## config.mk

```make
export PLATFORM = sky130hd
export DESIGN_NAME = mode_ctrl
export DESIGN_NICKNAME = d
export VERILOG_FILES = /design/src/rtl/piano_pkg.sv /design/src/rtl/sel_debounce.sv /design/src/rtl/mode_ctrl.sv
export SDC_FILE = /design/constraint.sdc
export NUM_CORES = 1
export LEC_CHECK = 0
export CAP_MARGIN = 20
export CORE_UTILIZATION = 51
export CTS_CLUSTER_SIZE = 20
export DETAILED_ROUTE_END_ITERATION = 7
export GPL_TIMING_DRIVEN = 0
export PLACE_DENSITY = 0.82
export SYNTH_ARGS = -nofsm -noshare
export SYNTH_HDL_FRONTEND = slang
export SYNTH_SLANG_ARGS = --single-unit
```

## constraint.sdc

```tcl
create_clock -name clk -period 2.8 [get_ports clk]
set_input_delay 0.56 -clock clk [delete_from_list [all_inputs] [get_ports clk]]
set_output_delay 0.56 -clock clk [all_outputs]
set_load 0.02 [all_outputs]
```

## src/rtl/piano_pkg.sv

```systemverilog
// Shared definitions for the piano top level: mode one-hot codes, the mode
// controller state encoding and the board-build debounce length.
package piano_pkg;

    localparam logic [2:0] NO_MODE        = 3'b000;
    localparam logic [2:0] FREE_MODE      = 3'b001;
    localparam logic [2:0] AUTO_PLAY_MODE = 3'b010;
    localparam logic [2:0] LEARNING_MODE  = 3'b100;

    // Roughly 10 ms of switch bounce at the board clock.
    localparam int BOARD_DEBOUNCE_CYCLES = 1000000;

    localparam logic [1:0] ST_IDLE   = 2'd0;
    localparam logic [1:0] ST_ACTIVE = 2'd1;
    localparam logic [1:0] ST_FAULT  = 2'd2;

    typedef enum logic [1:0] {
        IDLE   = ST_IDLE,
        ACTIVE = ST_ACTIVE,
        FAULT  = ST_FAULT
    } mode_state_e;

    typedef enum logic [1:0] {
        PAT_ZERO   = 2'd0,
        PAT_ONEHOT = 2'd1,
        PAT_MULTI  = 2'd2
    } pat_class_e;

endpackage

```

## src/rtl/sel_debounce.sv

```systemverilog
// Two-flop synchroniser followed by a saturating debounce counter; stable
// means the candidate pattern has been seen DEBOUNCE_CYCLES samples in a row.
module sel_debounce #(
    parameter int WIDTH           = 3,
    parameter int DEBOUNCE_CYCLES = 4
) (
    input  logic             clk,
    input  logic             rst,
    input  logic [WIDTH-1:0] sel_in,
    output logic [WIDTH-1:0] cand,
    output logic             stable
);

    localparam int CNT_W = (DEBOUNCE_CYCLES < 2) ? 1 : $clog2(DEBOUNCE_CYCLES + 1);
    localparam logic [CNT_W-1:0] CNT_MAX = CNT_W'(DEBOUNCE_CYCLES);

    logic [WIDTH-1:0] sync1_q, sync2_q;
    logic [WIDTH-1:0] cand_q, cand_d;
    logic [CNT_W-1:0] cnt_q, cnt_d;

    always_comb begin
        cand_d = cand_q;
        cnt_d  = cnt_q;
        if (sync2_q != cand_q) begin
            cand_d = sync2_q;
            cnt_d  = CNT_W'(1);
        end else if (cnt_q != CNT_MAX) begin
            cnt_d = cnt_q + CNT_W'(1);
        end
    end

    always_ff @(posedge clk) begin
        if (rst) begin
            sync1_q <= '0;
            sync2_q <= '0;
            cand_q  <= '0;
            cnt_q   <= '0;
        end else begin
            sync1_q <= sel_in;
            sync2_q <= sync1_q;
            cand_q  <= cand_d;
            cnt_q   <= cnt_d;
        end
    end

    assign cand   = cand_q;
    assign stable = (cnt_q == CNT_MAX);

endmodule

```

## src/rtl/mode_ctrl.sv

```systemverilog
// Mode-select controller: debounced one-hot switches drive an IDLE/ACTIVE/FAULT
// FSM that publishes the mode bus, its index, a change pulse and the mode LEDs.
module mode_ctrl
    import piano_pkg::*;
#(
    parameter int NUM_MODES       = 3,
    parameter int DEBOUNCE_CYCLES = 4,
    parameter int BLINK_CYCLES    = 8,
    localparam int IDX_W          = (NUM_MODES > 1) ? $clog2(NUM_MODES) : 1
) (
    input  logic                 clk,
    input  logic                 rst,
    input  logic [NUM_MODES-1:0] sel_in,
    input  logic                 lock,
    output logic [NUM_MODES-1:0] mode,
    output logic [IDX_W-1:0]     mode_idx,
    output logic                 mode_valid,
    output logic                 mode_change,
    output logic                 fault,
    output logic [NUM_MODES-1:0] mode_led
);

    localparam int BLK_W = (BLINK_CYCLES > 1) ? $clog2(BLINK_CYCLES) : 1;
    localparam logic [BLK_W-1:0] BLINK_LAST = BLK_W'(BLINK_CYCLES - 1);

    function automatic pat_class_e classify(input logic [NUM_MODES-1:0] v);
        int n;
        n = 0;
        for (int i = 0; i < NUM_MODES; i++) begin
            n += int'(v[i]);
        end
        if (n == 0)      return PAT_ZERO;
        else if (n == 1) return PAT_ONEHOT;
        else             return PAT_MULTI;
    endfunction

    function automatic logic [IDX_W-1:0] onehot_idx(input logic [NUM_MODES-1:0] v);
        logic [IDX_W-1:0] idx;
        idx = '0;
        for (int i = 0; i < NUM_MODES; i++) begin
            if (v[i]) idx = IDX_W'(i);
        end
        return idx;
    endfunction

    logic [NUM_MODES-1:0] cand;
    logic                 stable;

    sel_debounce #(
        .WIDTH          (NUM_MODES),
        .DEBOUNCE_CYCLES(DEBOUNCE_CYCLES)
    ) u_debounce (
        .clk   (clk),
        .rst   (rst),
        .sel_in(sel_in),
        .cand  (cand),
        .stable(stable)
    );

    mode_state_e          state_q, state_d;
    logic [NUM_MODES-1:0] mode_q, mode_d;
    logic [IDX_W-1:0]     idx_q, idx_d;
    logic                 chg_q, chg_d;
    logic [BLK_W-1:0]     blink_cnt_q, blink_cnt_d;
    logic                 blink_on_q, blink_on_d;
    pat_class_e           pat;

    assign pat = classify(cand);

    always_comb begin
        state_d = state_q;
        mode_d  = mode_q;
        idx_d   = idx_q;
        chg_d   = 1'b0;
        case (state_q)
            IDLE: begin
                if (stable && pat == PAT_ONEHOT) begin
                    state_d = ACTIVE;
                    mode_d  = cand;
                    idx_d   = onehot_idx(cand);
                    chg_d   = 1'b1;
                end else if (stable && pat == PAT_MULTI) begin
                    state_d = FAULT;
                end
            end
            ACTIVE: begin
                // A released switch (ZERO) keeps the last mode on purpose.
                if (stable && !lock) begin
                    if (pat == PAT_ONEHOT && cand != mode_q) begin
                        mode_d = cand;
                        idx_d  = onehot_idx(cand);
                        chg_d  = 1'b1;
                    end else if (pat == PAT_MULTI) begin
                        state_d = FAULT;
                        mode_d  = '0;
                        idx_d   = '0;
                    end
                end
            end
            FAULT: begin
                if (stable && pat == PAT_ONEHOT) begin
                    state_d = ACTIVE;
                    mode_d  = cand;
                    idx_d   = onehot_idx(cand);
                    chg_d   = 1'b1;
                end else if (stable && pat == PAT_ZERO) begin
                    state_d = IDLE;
                end
            end
            default: begin
                state_d = IDLE;
                mode_d  = '0;
                idx_d   = '0;
            end
        endcase
    end

    // Blink phase restarts with LEDs lit on every entry into FAULT.
    always_comb begin
        blink_cnt_d = '0;
        blink_on_d  = 1'b0;
        if (state_d == FAULT) begin
            if (state_q != FAULT) begin
                blink_on_d = 1'b1;
            end else if (blink_cnt_q == BLINK_LAST) begin
                blink_on_d = ~blink_on_q;
            end else begin
                blink_cnt_d = blink_cnt_q + BLK_W'(1);
                blink_on_d  = blink_on_q;
            end
        end
    end

    always_ff @(posedge clk) begin
        if (rst) begin
            state_q     <= IDLE;
            mode_q      <= '0;
            idx_q       <= '0;
            chg_q       <= 1'b0;
            blink_cnt_q <= '0;
            blink_on_q  <= 1'b0;
        end else begin
            state_q     <= state_d;
            mode_q      <= mode_d;
            idx_q       <= idx_d;
            chg_q       <= chg_d;
            blink_cnt_q <= blink_cnt_d;
            blink_on_q  <= blink_on_d;
        end
    end

    always_comb begin
        mode_led = '0;
        if (state_q == ACTIVE)     mode_led = mode_q;
        else if (state_q == FAULT) mode_led = {NUM_MODES{blink_on_q}};
    end

    assign mode        = mode_q;
    assign mode_idx    = idx_q;
    assign mode_valid  = (state_q == ACTIVE);
    assign fault       = (state_q == FAULT);
    assign mode_change = chg_q;

endmodule

```

== After elaboration in Yosys (flattened, before gate mapping) ==
Cells that the tools add are included.
Storage, ports and cells
  input port bits: 6
  output and inout bits: 11
  word-level logic and storage cells: 80
  flip-flop bits (word level): 24
Cells by class
  mux-type cells: 32
  reduce and logical (&&, ||, !) cells: 16
  eq/ne operators: 15
  add/subtract/negate cells: 4
  bitwise logic cells: 2
Operators by type and width (count)
  $logic_not A32 Y1: 1
  $mux W2: 14
  $mux W3: 6
  $mux W1: 8
  $add A3 B1 Y3 const B: 2
  $eq A2 B2 Y1 const B: 3
  $eq A3 B3 Y1 const B: 2
  $ne A3 B3 Y1: 2
  $pmux W2 S3: 1
  $pmux W3 S2: 1
  $reduce_or A2 Y1: 3
  $logic_and A1 B1 Y1: 5
  $eq A2 B1 Y1 const B: 2
  $logic_not A2 Y1: 2
  $ne A2 B1 Y1 const B: 2
  $pmux W2 S2: 1
  $reduce_bool A2 Y1: 2
  $reduce_or A4 Y1: 1
  $add A2 B1 Y3: 1
  $eq A3 B1 Y1 const B: 1
  $ne A3 B1 Y1 const B: 1
  $ne A3 B3 Y1 const B: 1
  $reduce_and A3 Y1: 1
  $add A1 B1 Y2: 1
  4 further kinds: 5

== Longest topological paths before layout ==
Gate-level depths: netlist of the first run.
  word-level depth: 13
  mapped depth: 6
  depth with buffers taken out: 6

== Modules after synthesis ==
A second synthesis of the first run with hierarchy kept.
Second synthesis, totals
  cells, all modules: 103
  area total of the unflattened synthesis: 1012.2 um^2
By module, submodules not included
  mode_ctrl: area each 588.1 um^2, cells each 63, instances 1
  sel_debounce: area each 424.2 um^2, cells each 40, instances 1

== Least setup slack after synthesis of the first run ==
No wires, ideal clock.
  kind: register -> register
  start point: reg u_debounce.cand_q[0], in the netlist u_debounce.cand[0]
  end point: reg mode_q[0], in the netlist mode[0]
  setup time: 0.123 ns
  data arrival time: 2.013 ns
  stages on the path, launching flop included: 7
  slack: 0.664 ns
  required time: 2.677 ns
  cells stage by stage: dfxtp_1 -> inv_1 -> fa_1 -> and4b_1 -> a211o_2 -> o311ai_4 -> mux2_1
On the way
  word-level cells in the longest chain between the ends: 10
  elaborated cells between the ends (all ways): 18
  those cells by class: add/sub: 2; eq/ne: 6; mux: 6; reduce/logical: 4
RTL lines
  start, declared: RTL line sel_debounce.sv:18  | logic [WIDTH-1:0] cand_q, cand_d;
  start signal, assigned: RTL line sel_debounce.sv:41  | cand_q <= cand_d;
  $add A1 B1 Y2: RTL line mode_ctrl.sv:30  | n += int'(v[i]);
  $add A2 B1 Y3: RTL line mode_ctrl.sv:30
  $eq A3 B1 Y1: RTL line mode_ctrl.sv:33  | else if (n == 1) return PAT_ONEHOT;
  $mux W2: RTL line mode_ctrl.sv:33
  $mux W2: RTL line mode_ctrl.sv:32  | if (n == 0) return PAT_ZERO;
  $eq A2 B1 Y1: RTL line mode_ctrl.sv:77, mode_ctrl.sv:89, mode_ctrl.sv:101
  $logic_and A1 B1 Y1: RTL line mode_ctrl.sv:89  | if (pat == PAT_ONEHOT && cand != mode_q) begin
  $mux W3: RTL line mode_ctrl.sv:89
  $mux W3: RTL line mode_ctrl.sv:88  | if (stable && !lock) begin
  $pmux W3 S2: RTL line mode_ctrl.sv:75  | case (state_q)
  end signal, assigned: RTL line mode_ctrl.sv:144  | mode_q <= mode_d;
  end, declared: RTL line mode_ctrl.sv:61  | logic [NUM_MODES-1:0] mode_q, mode_d;
Parallel ways exist; a longest one is shown, timed or not. The select of a mux whose other input is x is not followed.
A chain may end at the register's enable or synchronous reset.

== Worst setup path after layout of the first run ==
  start point: reg state_q[0]
  end point: out mode_led[1]
On the way
  word-level cells in the longest chain between the ends: 3
  elaborated cells between the ends (all ways): 4
  those cells by class: eq/ne: 2; mux: 2
RTL lines
  start, declared: RTL line mode_ctrl.sv:60  | mode_state_e state_q, state_d;
  start signal, assigned: RTL line mode_ctrl.sv:143  | state_q <= state_d;
  $eq A2 B2 Y1: RTL line mode_ctrl.sv:155  | else if (state_q == FAULT) mode_led = {NUM_MODES{blink_on_q}};
  $mux W3: RTL line mode_ctrl.sv:155
  $mux W3 *: RTL line mode_ctrl.sv:154  | if (state_q == ACTIVE) mode_led = mode_q;
  end, declared: RTL line mode_ctrl.sv:20  | output logic [NUM_MODES-1:0] mode_led
Mark *: on every way between the ends. The rest lies on a longest branch, timed or not.

==> impl_results.html, run 1 <==
<table>
<tr><th>Metric</th><th>Value</th></tr>
<tr><th colspan="2">Floorplan</th></tr>
<tr><td>Io pins</td><td>17</td></tr>
<tr><td>Rows</td><td>16</td></tr>
<tr><td>Die extent in x</td><td>48.3 µm</td></tr>
<tr><td>CORE AREA</td><td>1980 µm²</td></tr>
<tr><td>Height of the die</td><td>48.3 µm</td></tr>
<tr><td>Die ar.</td><td>2330 µm²</td></tr>
<tr><td>Effective utilization at floorplan</td><td>55.2%</td></tr>
<tr><th colspan="2">Synthesis</th></tr>
<tr><td>Count of unique library cells instantiated by Yosys</td><td>34</td></tr>
<tr><td>Dominant combinational cell family by area after synthesis</td><td>simple AND/OR/NAND/NOR gates</td></tr>
<tr><td>Synthesized-area fraction occupied by adder cells</td><td>6.41%</td></tr>
<tr><td>Post-synthesis instance area</td><td>1090 µm²</td></tr>
<tr><td>Synthesized area per cell</td><td>9.51 µm²</td></tr>
<tr><td>Post-synthesis sequential area ratio</td><td>42.1%</td></tr>
<tr><td>Fraction of the mapped netlist area in compound gates</td><td>12.2%</td></tr>
<tr><td>Mux contribution to synthesized area</td><td>4.92%</td></tr>
<tr><td>Simple-gate area share of the yosys netlist</td><td>22.1%</td></tr>
<tr><td>Number of instances in the synthesized netlist</td><td>115</td></tr>
<tr><td>Synth warn</td><td>0</td></tr>
<tr><td>Post-Synth XOR/XNOR Area</td><td>7.21%</td></tr>
<tr><td>Nets in the synthesized netlist</td><td>126</td></tr>
<tr><td>Post-synthesis sequential element count</td><td>23</td></tr>
<tr><th colspan="2">STA</th></tr>
<tr><td>Final Hold Vio Count</td><td>0</td></tr>
<tr><td>Clk_skew</td><td>4.17 ps</td></tr>
<tr><td>Sum of negative setup slack</td><td>0 ps</td></tr>
<tr><td>Final Max Slew Viols</td><td>0</td></tr>
<tr><td>Shortest period the worst path allows</td><td>2410 ps</td></tr>
<tr><td>Final clock period utilization by the worst path</td><td>86.2%</td></tr>
<tr><td>Worst slew margin relative to its limit</td><td>71.2%</td></tr>
<tr><td>Measured slew at the worst slew-check pin</td><td>432 ps</td></tr>
<tr><td>Timing-limited maximum frequency</td><td>414 MHz</td></tr>
<tr><td>Unrepaired setup endpoints after global routing</td><td>false</td></tr>
<tr><td>Hold Worst Slack</td><td>441 ps</td></tr>
<tr><td>Total of endpoints with negative setup slack in the final report</td><td>0</td></tr>
<tr><th colspan="2">Detailed routing</th></tr>
<tr><td>Total number of vias</td><td>818</td></tr>
<tr><td>Number of iterations in the first detailed-routing pass</td><td>4</td></tr>
<tr><td>WL final</td><td>1770 µm</td></tr>
<tr><td>Post-detailed-route count of antenna-violating nets</td><td>0</td></tr>
<tr><td>Number of vias per cell after detailed routing</td><td>5.05</td></tr>
<tr><td>Violation count after the first detailed-routing iteration</td><td>11</td></tr>
<tr><td>WL/cell</td><td>10.9 µm</td></tr>
<tr><td>Number of remaining DRC errors</td><td>0</td></tr>
<tr><th colspan="2">CTS</th></tr>
<tr><td>Clk Tree Root Cell</td><td>clkbuf_4</td></tr>
<tr><td>Total CTS buffers</td><td>3</td></tr>
<tr><td>Clock insertion delay at the later pin of the skew report</td><td>310 ps</td></tr>
<tr><td># hold bufs at CTS</td><td>0</td></tr>
<tr><td>Post-cts repair resize count</td><td>0</td></tr>
<tr><td>Number of H-tree levels</td><td>1</td></tr>
<tr><td>Buffers inserted by post-CTS timing repair</td><td>0</td></tr>
<tr><td>Number of clock sinks</td><td>23</td></tr>
<tr><td>CTS tree</td><td>done</td></tr>
<tr><td>CTS max path bufs</td><td>2</td></tr>
<tr><td>Worst-path clk slew</td><td>120 ps</td></tr>
<tr><th colspan="2">Critical path</th></tr>
<tr><td>Buf/Inv on CP</td><td>2</td></tr>
<tr><td>Crit path max fanout</td><td>10</td></tr>
<tr><td>Critical path, cell by cell</td><td>buf_2 &gt; nor2b_1 &gt; nand2_1 &gt; nand2_1 &gt; clkdlybuf4s50_1</td></tr>
<tr><td>Max stage delay on crit path</td><td>600 ps</td></tr>
<tr><td>Most used cell, CP</td><td>nand2_1</td></tr>
<tr><td>Type of the worst setup path</td><td>register to output pin</td></tr>
<tr><td>Required time at the worst-slack endpoint</td><td>2240 ps</td></tr>
<tr><td>Critical-path cell with the highest stage delay</td><td>clkdlybuf4s50_1</td></tr>
<tr><td>Stages on worst setup path</td><td>5</td></tr>
<tr><td>Worst Path Arrival</td><td>1850 ps</td></tr>
<tr><td>Kind of launch point of the worst setup path</td><td>register</td></tr>
<tr><td>Crit. End Element</td><td>output pin</td></tr>
<tr><td>Gate family responsible for the most delay along the worst path</td><td>buffers and inverters</td></tr>
<tr><td>Worst reg2reg path depth</td><td>6</td></tr>
<tr><th colspan="2">Cells and area</th></tr>
<tr><td>Layout area overhead</td><td>20.1%</td></tr>
<tr><td>Fillers</td><td>176</td></tr>
<tr><td>Final layout net count</td><td>147</td></tr>
<tr><td>Leading cell type in the layout, fill and taps excluded</td><td>dfxtp_1</td></tr>
<tr><td>Non-filler cells in the finished layout</td><td>162</td></tr>
<tr><td>Most used cells in the layout excluding fill and tap cells</td><td>dfxtp_1, clkdlybuf4s50_1, nor2b_1, nand2_1, xnor2_1</td></tr>
<tr><td>Register Area</td><td>460 µm²</td></tr>
<tr><td>Ratio of cells with drive above 1 in the final layout</td><td>8.15%</td></tr>
<tr><td>Area used by multi-input combinational logic</td><td>578 µm²</td></tr>
<tr><td>Final antenna diode count</td><td>0</td></tr>
<tr><th colspan="2">GRT</th></tr>
<tr><td>Total track usage</td><td>17.8%</td></tr>
<tr><td>Global-route wire length before repair</td><td>3220 µm</td></tr>
<tr><td>Final global-route overflow total</td><td>0</td></tr>
<tr><td>Antenna violations before repair</td><td>0</td></tr>
<tr><td>Pin count of the biggest net entering global routing</td><td>13</td></tr>
<tr><td>Number of global-route vias before repair</td><td>728</td></tr>
<tr><th colspan="2">Placement</th></tr>
<tr><td>HPWL reported at the end of detailed placement</td><td>1370 µm</td></tr>
<tr><td>Number of buffers added on ports</td><td>16</td></tr>
<tr><td>Total placed cells including tap cells</td><td>158</td></tr>
<tr><td>Last weighted congestion value of the routability-driven placer</td><td>0.762</td></tr>
<tr><th colspan="2">Power</th></tr>
<tr><td>Static Leak</td><td>0.529 nW</td></tr>
<tr><td>Largest voltage drop on the vdd net</td><td>348 µV</td></tr>
<tr><td>Final Total Pwr</td><td>0.000573 W</td></tr>
<tr><td>Pwr Density</td><td>436 nW/µm²</td></tr>
<tr><th colspan="2">Min path</th></tr>
<tr><td>Worst min path class</td><td>register to register</td></tr>
<tr><td>Cell depth of the worst min-delay path</td><td>1</td></tr>
<tr><th colspan="2">Job</th></tr>
<tr><td>Max-cap violation count</td><td>0</td></tr>
<tr><th colspan="2">Outcome</th></tr>
<tr><td>Run status</td><td>complete, no violations</td></tr>
</table>
kinds of logic (layout without fill, tap and decap cells):
kind of cell | count (synthesis) | count (layout)
flops | 23 | 23
compound gates | 16 | 16
xor+xnor | 9 | 9
mux | 5 | 5
buf+inv | 12 | 32
fa+ha+maj | 5 | 5
simple gates | 45 | 45
layout make-up:
cell class	count	share of cell area, %
multi-input cells	80	44.0
repair buffers	16	12.2
clock buffers	4	2.00
flip-flops and latches	23	35.0
plain buffers	5	2.19
inverters	7	2.00
well taps	27	2.57
per-layer routing:
layer,GRT usage (%),part of all wire [%],up-vias
li1,-,-,423
met1,21.6,46,377
met2,29.1,48,14
met3,2.83,2.6,4
met4,11.8,2.9,0
met5,0,0,-
worst register-to-register path, stage by stage (launching register included):
cell	delay, ps
dfxtp_1	430
inv_1	100
fa_1	620
and4b_1	210
a211o_2	320
o311ai_4	110
mux2_1	360
final timing paths:
| path | startpoint | end | slack (ps) |
|---|---|---|---|
| max reg2reg | u_debounce.cand[0]$_SDFFE_PP0P_ | mode[2]$_SDFFE_PP0P_ | 550 |
| min reg2reg | blink_cnt_q[0]$_SDFF_PP0_ | blink_cnt_q[0]$_SDFF_PP0_ | 440 |
| min | blink_cnt_q[0]$_SDFF_PP0_ | blink_cnt_q[0]$_SDFF_PP0_ | 440 |
| max | state_q[0]$_SDFF_PP0_ | mode_led[1] | 390 |
report_power, final:
part            total, W  switching (W)  internal (W)
clock           0.000149      0.0000938     0.0000557
combinational  0.0000784      0.0000413     0.0000371
sequential      0.000346     0.00000717      0.000338
total           0.000573       0.000142      0.000431
flip-flops by register name, indices dropped and copies added (netlist names):
register	flops
blink_cnt_q	3
blink_on_q	1
mode	3
mode_change	1
mode_idx	1
state_q	2
u_debounce.cand	3
u_debounce.cnt_q	3
u_debounce.sync1_q	3
u_debounce.sync2_q	3
cells in the mapped netlist:
master      n  area (µm²)
a211o_2     1        10.0
a31oi_1     1        6.26
nand4b_1    1        8.76
mux2i_1     2        20.0
nand3_1     2        10.0
ha_1        4        50.1
nand2b_1    2        12.5
or2b_1      1        7.51
o21ai_2     1        8.76
o21ai_0     1        5.00
a21oi_1     3        15.0
xor2_1      1        8.76
and4b_1     1        10.0
clkbuf_1    1        3.75
fa_1        1        20.0
buf_2       2        10.0
mux2_1      3        33.8
buf_4       1        7.51
xnor2_1     8        70.1
a2bb2oi_1   1        8.76
nand2_1    11        41.3
clkbuf_4    1        7.51
o21ai_1     1        5.00
inv_1       7        26.3
nand2b_2    1        8.76
a311o_1     1        10.0
nor2b_1    15        93.8
a211oi_1    4        30.0
dfxtp_1    23         460
o311ai_4    1        26.3
nor3_1      3        15.0
a211o_1     1        8.76
nor2_1      7        26.3
nand3b_1    1        7.51
stage by stage:
| stage | util, % | setup slack, ps | instance area, µm² |
|---|---|---|---|
| 6_report | 66.3 | 385 | 1310 |
| 5_1_grt | 66.3 | 261 | 1310 |
| 4_1_cts | 66.3 | 379 | 1310 |
| 3_5_place_dp | 65.0 | 559 | 1290 |
| 3_3_place_gp | 65.0 | 561 | 1290 |
| 2_1_floorplan | - | 664 | 1090 |
Note: power is estimated with default switching activity, not from simulation.
==> run 2: changes to the inputs <==
--- a/config.mk
+++ b/config.mk
@@ -6,6 +6,7 @@
 export NUM_CORES = 1
 export LEC_CHECK = 0
 export CAP_MARGIN = 20
+export CORE_MARGIN = 3
 export CORE_UTILIZATION = 51
 export CTS_CLUSTER_SIZE = 20
 export DETAILED_ROUTE_END_ITERATION = 7
==> impl_results.html, run 2 (same netlist as run 1, synthesis figures left out) <==
<table>
<tr><th>Metric</th><th>Value</th></tr>
<tr><th colspan="2">Outcome</th></tr>
<tr><td>Run status</td><td>complete, no violations (unchanged)</td></tr>
<tr><th colspan="2">Critical path</th></tr>
<tr><td>Worst reg2reg path depth</td><td>6 (unchanged)</td></tr>
<tr><td>Start of the worst register-to-register path</td><td>u_debounce.cand[0]$_SDFFE_PP0P_ (unchanged)</td></tr>
<tr><td>Endpoint of the most critical register-to-register path</td><td>mode[2]$_SDFFE_PP0P_ (unchanged)</td></tr>
<tr><td>Required time at the worst-slack endpoint</td><td>2240 ps (about the same)</td></tr>
<tr><td>Crit path max fanout</td><td>10 (unchanged)</td></tr>
<tr><td>Slack of the worst reg-to-reg path</td><td>500 ps (was 550 ps)</td></tr>
<tr><td>Type of the worst setup path</td><td>register to output pin (unchanged)</td></tr>
<tr><td>Crit. End Element</td><td>output pin (unchanged)</td></tr>
<tr><td>Most used cell, CP</td><td>nand2_1 (unchanged)</td></tr>
<tr><td>Critical path, cell by cell</td><td>buf_2 &gt; nor2b_1 &gt; nand2_1 &gt; nand2_1 &gt; clkdlybuf4s50_1 (unchanged)</td></tr>
<tr><td>Critical-path cell with the highest stage delay</td><td>clkdlybuf4s50_1 (unchanged)</td></tr>
<tr><td>Kind of launch point of the worst setup path</td><td>register (unchanged)</td></tr>
<tr><td>Max stage delay on crit path</td><td>600 ps (about the same)</td></tr>
<tr><td>Gate family responsible for the most delay along the worst path</td><td>buffers and inverters (unchanged)</td></tr>
<tr><td>Buf/Inv on CP</td><td>2 (unchanged)</td></tr>
<tr><td>Worst Path Arrival</td><td>1850 ps (about the same)</td></tr>
<tr><th colspan="2">STA</th></tr>
<tr><td>Total of endpoints with negative setup slack in the final report</td><td>0 (unchanged)</td></tr>
<tr><td>Worst slew margin relative to its limit</td><td>71.9% (was 71.2%)</td></tr>
<tr><td>Final clock period utilization by the worst path</td><td>86.2% (about the same)</td></tr>
<tr><td>Final Max Slew Viols</td><td>0 (unchanged)</td></tr>
<tr><td>Hold Worst Slack</td><td>436 ps (was 441 ps)</td></tr>
<tr><td>Worst Setup Slack, final</td><td>385 ps (about the same)</td></tr>
<tr><td>Clk_skew</td><td>2.43 ps (was 4.17 ps)</td></tr>
<tr><td>Measured slew at the worst slew-check pin</td><td>421 ps (was 432 ps)</td></tr>
<tr><td>Sum of negative setup slack</td><td>0 ps (unchanged)</td></tr>
<tr><td>Shortest period the worst path allows</td><td>2410 ps (about the same)</td></tr>
<tr><td>Timing-limited maximum frequency</td><td>414 MHz (about the same)</td></tr>
<tr><td>Unrepaired setup endpoints after global routing</td><td>false (unchanged)</td></tr>
<tr><td>Final Hold Vio Count</td><td>0 (unchanged)</td></tr>
<tr><th colspan="2">Floorplan</th></tr>
<tr><td>Height of the die</td><td>52.3 µm (was 48.3 µm)</td></tr>
<tr><td>Io pins</td><td>17 (unchanged)</td></tr>
<tr><td>Die ar.</td><td>2740 µm² (was 2330 µm²)</td></tr>
<tr><td>Rows</td><td>16 (unchanged)</td></tr>
<tr><td>Die extent in x</td><td>52.3 µm (was 48.3 µm)</td></tr>
<tr><td>Effective utilization at floorplan</td><td>54.6% (was 55.2%)</td></tr>
<tr><td>CORE AREA</td><td>2000 µm² (was 1980 µm²)</td></tr>
<tr><th colspan="2">Cells and area</th></tr>
<tr><td>Final antenna diode count</td><td>0 (unchanged)</td></tr>
<tr><td>Leading cell type in the layout, fill and taps excluded</td><td>dfxtp_1 (unchanged)</td></tr>
<tr><td>Layout area overhead</td><td>20.1% (unchanged)</td></tr>
<tr><td>Ratio of cells with drive above 1 in the final layout</td><td>8.15% (unchanged)</td></tr>
<tr><td>Final layout net count</td><td>147 (unchanged)</td></tr>
<tr><td>Final standard cell utilization of the core</td><td>65.6% (was 66.3%)</td></tr>
<tr><td>Most used cells in the layout excluding fill and tap cells</td><td>dfxtp_1, clkdlybuf4s50_1, nor2b_1, nand2_1, xnor2_1 (unchanged)</td></tr>
<tr><th colspan="2">GRT</th></tr>
<tr><td>Global Route met3 Usage</td><td>2.56% (was 2.83%)</td></tr>
<tr><td>Most congested layer reported by global routing</td><td>met2 (unchanged)</td></tr>
<tr><td>Met2 routing resource usage after global routing</td><td>27.5% (was 29.1%)</td></tr>
<tr><td>Global-route wire length before repair</td><td>3170 µm (was 3220 µm)</td></tr>
<tr><td>Global-route track usage on met1</td><td>18.5% (was 21.6%)</td></tr>
<tr><td>Number of global-route vias before repair</td><td>727 (was 728)</td></tr>
<tr><td>Final global-route overflow total</td><td>0 (unchanged)</td></tr>
<tr><td>Pin count of the biggest net entering global routing</td><td>13 (unchanged)</td></tr>
<tr><td>Total track usage</td><td>15.8% (was 17.8%)</td></tr>
<tr><td>Antenna violations before repair</td><td>0 (unchanged)</td></tr>
<tr><th colspan="2">CTS</th></tr>
<tr><td>Total CTS buffers</td><td>3 (unchanged)</td></tr>
<tr><td>Buffers inserted by post-CTS timing repair</td><td>0 (unchanged)</td></tr>
<tr><td>Worst-path clk slew</td><td>120 ps (about the same)</td></tr>
<tr><td>Number of clock sinks</td><td>23 (unchanged)</td></tr>
<tr><td>CTS tree</td><td>done (unchanged)</td></tr>
<tr><td># hold bufs at CTS</td><td>0 (unchanged)</td></tr>
<tr><td>Clk Tree Root Cell</td><td>clkbuf_4 (unchanged)</td></tr>
<tr><td>CTS max path bufs</td><td>2 (unchanged)</td></tr>
<tr><td>Post-cts repair resize count</td><td>0 (unchanged)</td></tr>
<tr><td>Number of H-tree levels</td><td>1 (unchanged)</td></tr>
<tr><td>Clock insertion delay at the later pin of the skew report</td><td>300 ps (was 310 ps)</td></tr>
<tr><th colspan="2">Detailed routing</th></tr>
<tr><td>WL/cell</td><td>11.7 µm (was 10.9 µm)</td></tr>
<tr><td>Post-detailed-route count of antenna-violating nets</td><td>0 (unchanged)</td></tr>
<tr><td>Number of remaining DRC errors</td><td>0 (unchanged)</td></tr>
<tr><td>Number of iterations in the first detailed-routing pass</td><td>4 (unchanged)</td></tr>
<tr><td>Violation count after the first detailed-routing iteration</td><td>11 (unchanged)</td></tr>
<tr><td>WL final</td><td>1890 µm (was 1770 µm)</td></tr>
<tr><td>Total number of vias</td><td>813 (was 818)</td></tr>
<tr><td>Number of vias per cell after detailed routing</td><td>5.02 (was 5.05)</td></tr>
<tr><th colspan="2">Min path</th></tr>
<tr><td>Worst min path class</td><td>register to register (unchanged)</td></tr>
<tr><td>Hold path startpoint</td><td>blink_cnt_q[0]$_SDFF_PP0_ (unchanged)</td></tr>
<tr><td>Cell depth of the worst min-delay path</td><td>1 (unchanged)</td></tr>
<tr><td>Hold Crit Endpoint</td><td>blink_cnt_q[0]$_SDFF_PP0_ (unchanged)</td></tr>
<tr><th colspan="2">Placement</th></tr>
<tr><td>Post-placement setup slack</td><td>519 ps (was 559 ps)</td></tr>
<tr><td>HPWL reported at the end of detailed placement</td><td>1520 µm (was 1370 µm)</td></tr>
<tr><td>Last weighted congestion value of the routability-driven placer</td><td>0.791 (was 0.762)</td></tr>
<tr><td>Number of buffers added on ports</td><td>16 (unchanged)</td></tr>
<tr><th colspan="2">Power</th></tr>
<tr><td>Static Leak</td><td>0.529 nW (unchanged)</td></tr>
<tr><td>Largest voltage drop on the vdd net</td><td>295 µV (was 348 µV)</td></tr>
<tr><td>Pwr Density</td><td>433 nW/µm² (was 436 nW/µm²)</td></tr>
<tr><th colspan="2">Job</th></tr>
<tr><td>Max-cap violation count</td><td>0 (unchanged)</td></tr>
</table>
run 2: cell counts in the layout (fill, tap and decap cells not counted):
Identical to the previous run, type by type.
run 2: cell type report:
class	instances	area (µm²)
buffer	5	28.8
clock buffer	4	26.3
fill	164	688
inverter	7	26.3
multi-input combinational	80	578
sequential	23	460
tap	27	33.8
timing repair buffer	16	160
run 2: how the worst max path moves through the flow:
stage	cells past startpoint	to	slack (ps)	from
global route	5	mode_led[1]	230	state_q[0]$_SDFF_PP0_
detailed placement	6	mode[2]$_SDFFE_PP0P_	520	u_debounce.cand[0]$_SDFFE_PP0P_
floorplan	6	mode[0]$_SDFFE_PP0P_	660	u_debounce.cand[0]$_SDFFE_PP0P_
global placement	6	mode[2]$_SDFFE_PP0P_	570	u_debounce.cand[0]$_SDFFE_PP0P_
finish	5	mode_led[2]	390	state_q[0]$_SDFF_PP0_
CTS	5	mode_led[2]	350	state_q[0]$_SDFF_PP0_
run 2: where the power goes:
part	switching, W	internal [W]	total [W]	leakage (nW)
logic	0.0000412	0.0000370	0.0000782	0.326
clock network	0.0000899	0.0000555	0.000145	0.0150
registers	0.00000747	0.000338	0.000346	0.187
total	0.000139	0.000431	0.000569	0.529
run 2: per-stage QoR:
stage,area (µm²),total power (W),std cells
after floorplan,1090,0.000408,115
after CTS,1310,0.000578,162
after detailed placement,1290,0.000432,158
after global routing,1310,0.000595,162
after global placement,1290,0.000429,158
final,1310,0.000569,162
run 2: routing by layer:
metal / share of wire, % / wire [µm]
met1: 44 / 833
met2: 51 / 958
met3: 4.0 / 75
met4: 1.2 / 23
met5: 0 / 0
